--- src/rtl/adder_pkg.sv ---
// Shared constants for the adder/subtractor family: default operand width
// and the register values the arithmetic leaves take while in reset.
package adder_pkg;

    localparam int ADDER_WIDTH = 4;

    localparam logic [ADDER_WIDTH-1:0] SUM_RST = '0;
    localparam logic                   CO_RST  = 1'b0;
    localparam logic                   V_RST   = 1'b0;

endpackage

--- src/rtl/full_adder.sv ---
// One-bit full-adder cell; the ripple chain in four_bit_adder is built from these.
module full_adder (
    input  logic a,
    input  logic b,
    input  logic cin,
    output logic s,
    output logic cout
);

    logic p;

    assign p    = a ^ b;
    assign s    = p ^ cin;
    assign cout = (a & b) | (cin & p);

endmodule

--- src/rtl/four_bit_adder.sv ---
// Registered ripple-carry adder with carry-in, carry-out and two's-complement
// overflow flag; one cycle of latency, one result per cycle.
module four_bit_adder
    import adder_pkg::*;
#(
    parameter int WIDTH = ADDER_WIDTH
) (
    input  logic             clk,
    input  logic             rst,
    input  logic [WIDTH-1:0] A,
    input  logic [WIDTH-1:0] B,
    input  logic             Cin,
    output logic [WIDTH-1:0] Sum,
    output logic             Co,
    output logic             V
);

    logic [WIDTH:0]   carry_p0;
    logic [WIDTH-1:0] sum_p0;
    logic             ovf_p0;

    assign carry_p0[0] = Cin;

    for (genvar i = 0; i < WIDTH; i++) begin : g_chain
        full_adder u_fa (
            .a    (A[i]),
            .b    (B[i]),
            .cin  (carry_p0[i]),
            .s    (sum_p0[i]),
            .cout (carry_p0[i+1])
        );
    end

    // Signed overflow: carry into the sign bit disagrees with carry out of it.
    assign ovf_p0 = carry_p0[WIDTH] ^ carry_p0[WIDTH-1];

    // Stage p0 -> output register bank.
    always_ff @(posedge clk or posedge rst) begin
        if (rst) begin
            Sum <= WIDTH'(SUM_RST);
            Co  <= CO_RST;
            V   <= V_RST;
        end else begin
            Sum <= sum_p0;
            Co  <= carry_p0[WIDTH];
            V   <= ovf_p0;
        end
    end

endmodule

--- config.mk ---
export PLATFORM = sky130hd
export DESIGN_NAME = four_bit_adder
export DESIGN_NICKNAME = d
export VERILOG_FILES = /design/src/rtl/adder_pkg.sv /design/src/rtl/full_adder.sv /design/src/rtl/four_bit_adder.sv
export SDC_FILE = /design/constraint.sdc
export NUM_CORES = 1
export LEC_CHECK = 0
export BUFFER_PORTS_ARGS = -buffer_cell sky130_fd_sc_hd__buf_2
export CAP_MARGIN = 20
export CORE_AREA = 8 8 45 47
export DETAILED_ROUTE_END_ITERATION = 6
export DIE_AREA = 0 0 53 55
export SYNTH_ARGS = -nofsm -noshare
export SYNTH_HDL_FRONTEND = slang
export SYNTH_SLANG_ARGS = --single-unit
--- constraint.sdc ---
create_clock -name clk -period 0.95 [get_ports clk]
set_clock_uncertainty 0.1 [all_clocks]
set_input_delay 0.19 -clock clk [delete_from_list [all_inputs] [get_ports clk]]
set_output_delay 0.19 -clock clk [all_outputs]
set_load 0.1 [all_outputs]
* Yosys cells after proc, flatten, opt, wreduce, memory -nomap -nowiden *
Cells that the tools add are included.

storage, ports and cells
  word-level logic and storage cells = 24
  output and inout bits = 6
  input bits = 11
  register bits after elaboration = 6

cells by class
  bitwise logic cells = 21

operator list
  kind           count
  $xor A1 B1 Y1  9
  $and A1 B1 Y1  8
  $or A1 B1 Y1   4

* Logic depth before layout (Yosys ltp) *
  depth in word-level cells = 10
  depth in mapped cells = 8
  gate-level depth less buffers = 8

* By module *
A second synthesis with hierarchy kept.

unflattened totals
  cell total of the unflattened synthesis = 12
  area total of the unflattened synthesis = 242.7 um2

by module, submodules not included
  module          cells an instance  area each (um2)  times used
  four_bit_adder  8                  162.7            1
  full_adder      1                  20.0             4

* Least setup slack after synthesis *
No wires, ideal clock.

  path kind = input -> register
  start point = input A[0]
  end point = register Sum[3]
  arrival = 1.747 ns
  setup time = 0.064 ns
  path slack = -0.961 ns
  path buffers = 0
  stages = 8
  cell sequence = fa_1 -> inv_1 -> fa_1 -> inv_1 -> fa_1 -> inv_1 -> fa_1 -> inv_1

between the ends
  word-level cells in the longest chain between the ends = 8
  elaborated cells on any way between the ends = 9
  classes of those cells = bitwise (9)

RTL lines
  item                   RTL line              RTL
  from (decl)            four_bit_adder.sv:10  input logic [WIDTH-1:0] A,
  $xor A1 B1 Y1          full_adder.sv:12      assign p = a ^ b;
  $and A1 B1 Y1          full_adder.sv:14      assign cout = (a & b) | (cin & p);
  $or A1 B1 Y1 (*)       full_adder.sv:14
  $and A1 B1 Y1 (*)      full_adder.sv:14
  $or A1 B1 Y1 (*)       full_adder.sv:14
  $and A1 B1 Y1 (*)      full_adder.sv:14
  $or A1 B1 Y1 (*)       full_adder.sv:14
  $xor A1 B1 Y1 (*)      full_adder.sv:13      assign s = p ^ cin;
  net g_chain[3].u_fa.s  full_adder.sv:6       output logic s,
  to (signal assigned)   four_bit_adder.sv:40  Sum <= WIDTH'(SUM_RST);
  to (signal assigned)   four_bit_adder.sv:44  Sum <= sum_p0;
  to (decl)              four_bit_adder.sv:13  output logic [WIDTH-1:0] Sum,

Mark *: on every way through the listed nets, which the timed path passes. The rest lies on a longest branch.

* Worst setup path after layout *
Same ends and word-level chain as after synthesis.

==> impl_metrics.ini <==
[timing]
worstMarginPinSlew_ns = 0.2057
max_freq_mhz = 578.1
timing_hold_violations_final = 0
setup_ws_ns = -0.7797
rsz0062_at_grt = yes
maxSlewHeadroom_pct = 86.27
period_share_pct = 182.1
fin_crit_ns = 1.730
whs_ns = 0.1421
setup-violations-final = 11
final_max_slew_viol_count = 0

[detailed_routing]
vias = 204
routedWlPerCell_um = 8.492
via_per_inst = 3.344
ant_nets = 0
first_pass_iters = 2
drtIter0Drc = 2
drc_errors = 0
drt-total-wl_um = 518

[logic_synthesis]
yosysSeqAreaShare_pct = 53.57
syn_area_um2 = 280.3
ys_ff_latch = 6
avgSynthCellArea_um2 = 12.74
synth_xor_xnor_area_share_pct = 3.125
yosys.area_share.simple_pct = 0
syn_inst = 22
synth_compound_area_share_pct = 0
synth_fp_nets = 37
ys_types = 4
ys_warn_count = 0
synthMuxAreaShare_pct = 0
synth_top_family_by_area = adder cells
synthAdderAreaFrac_pct = 28.57

[finish]
drive_gt1_share_pct = 82.22
num_antenna_cells = 0
seqCellArea_um2 = 156.4
multiInputGateArea_um2 = 106.4
nFillCells = 134
final_common_cell = buf_2
final_net_count = 61
layout_common_cells = buf_2 (9), inv_2 (6), buf_12 (6)
finalInstanceArea_um2 = 551.8
area_delta_synth_final_pct = 96.87

[global_routing]
grt_pass1_vias = 211
antenna_found_initial = 0
grt_pass1_wl_um = 772
grt-ovfl-total = 0
gr-usage-all-layers_pct = 4.020
grt_start_max_net_pins = 7

[clocking]
cts_made_buffers = 3
cts.htree.levels = 1
clk_pin_slew_ns = 0.05
clkSinkCount = 6
cts_tree = done
cts_buffer_depth = 2
cts-root-buf = clkbuf_4

[worst_hold_path]
min_path_type = input port to flip-flop

[worst_setup_path]
start_kind = input port
crit_path_cell_trace = buf_6 > fa_2 > inv_2 > fa_2 > inv_2 > fa_2 > inv_2 > fa_2 > inv_2
worst_path_max_delay_cell = fa_2
critPathMaxFanout = 2
crit_arrival_ns = 1.81
critPathKind = input port to flip-flop
cp-end-kind = flip-flop
required_ns = 1.03
critPathMaxStageDelay_ns = 0.42

[place]
io_buffers = 16
routabilityCongestion = 0.6779
dp_hpwl_um = 452.2
placed_area_um2 = 494.2

[floorplanning]
dieHeight_um = 55
core_area_um2 = 1384
die_area_um2 = 2915
die_w_um = 53
io_pins = 17
initial_core_util_pct = 20.25
fp-row-count = 14

[status]
status = complete, but fails checks
violations = setup timing

[pwr]
peakVddDrop_mv = 0.5766
power_density_nw_per_um2 = 2209
p_leak_uw = 0.0002773

[flow_run]
cap_violations = 0
[state kept, by name, summed over array words and instances (netlist names)]
name	flops
Co	1
V	1
Sum	4
[what timing repair did]
item	4_1_cts	5_1_grt
endpoints found under the setup margin	11	11
gates resized for setup	1	4
endpoints found under the hold margin	6	0
pin swaps	1	0
buffers inserted	0	1
hold buffers	1	0
[power by group]
group          switching (uW)  internal, uW
Sequential               33.3           307
Clock                    83.3           159
Combinational             400           237
Total                     517           702
[worst paths after layout]
path	start	to	slack, ns	cells past startpoint
max in group asynchronous	rst	Co	0.25	3
worst min-delay path	A[0]	Sum[0]	0.14	2
min in group asynchronous	rst	Sum[0]	0.30	3
worst max-delay path	A[0]	Sum[3]	-0.78	9
[synth_stat cells]
| library cell | number | area, um^2 |
|---|---|---|
| fa_1 | 4 | 80.08 |
| dfrtp_1 | 6 | 150.1 |
| xnor2_1 | 1 | 8.760 |
| inv_1 | 11 | 41.29 |
[cells by family (layout without fill, tap and decap cells)]
group      after synthesis  after routing
flops                    6              6
buf+inv                 11             34
fa+ha+maj                4              4
xor+xnor                 1              1
[final cells by class]
class	count	area share, %
Sequential cell	6	28.34
Clock buffer	4	4.762
Multi-Input combinational cell	5	19.27
Timing Repair Buffer	19	36.51
Tap cell	16	3.628
Inverter	11	7.483
[metal layers]
metal	up-vias	GRT usage (%)	wire length [um]
met2	10	6.445	304
met1	92	2.795	128
met3	2	1.070	66
met4	0	7.759	19
li1	100	-	-
met5	-	0	0
[worst max-delay path, delay by kind of cell]
kind	cells	cell delay, ns
adders and majority gates	4	1.32
buffers and inverters	5	0.30
[per-stage QoR]
step                TNS (ns)  total power [uW]  utilization [%]  std cells  setup slack, ns
global placement      -3.937             953.0            35.71         55           -1.031
floorplan             -3.404             704.0                -         22          -0.8971
global route          -3.847              1278            39.87         61          -0.8318
detailed placement    -4.037             958.8            35.71         55           -1.049
finish                -3.544              1219            39.87         61          -0.7797
CTS                   -3.542              1214            38.79         60          -0.7819
Power figures use the tool's default switching activity.
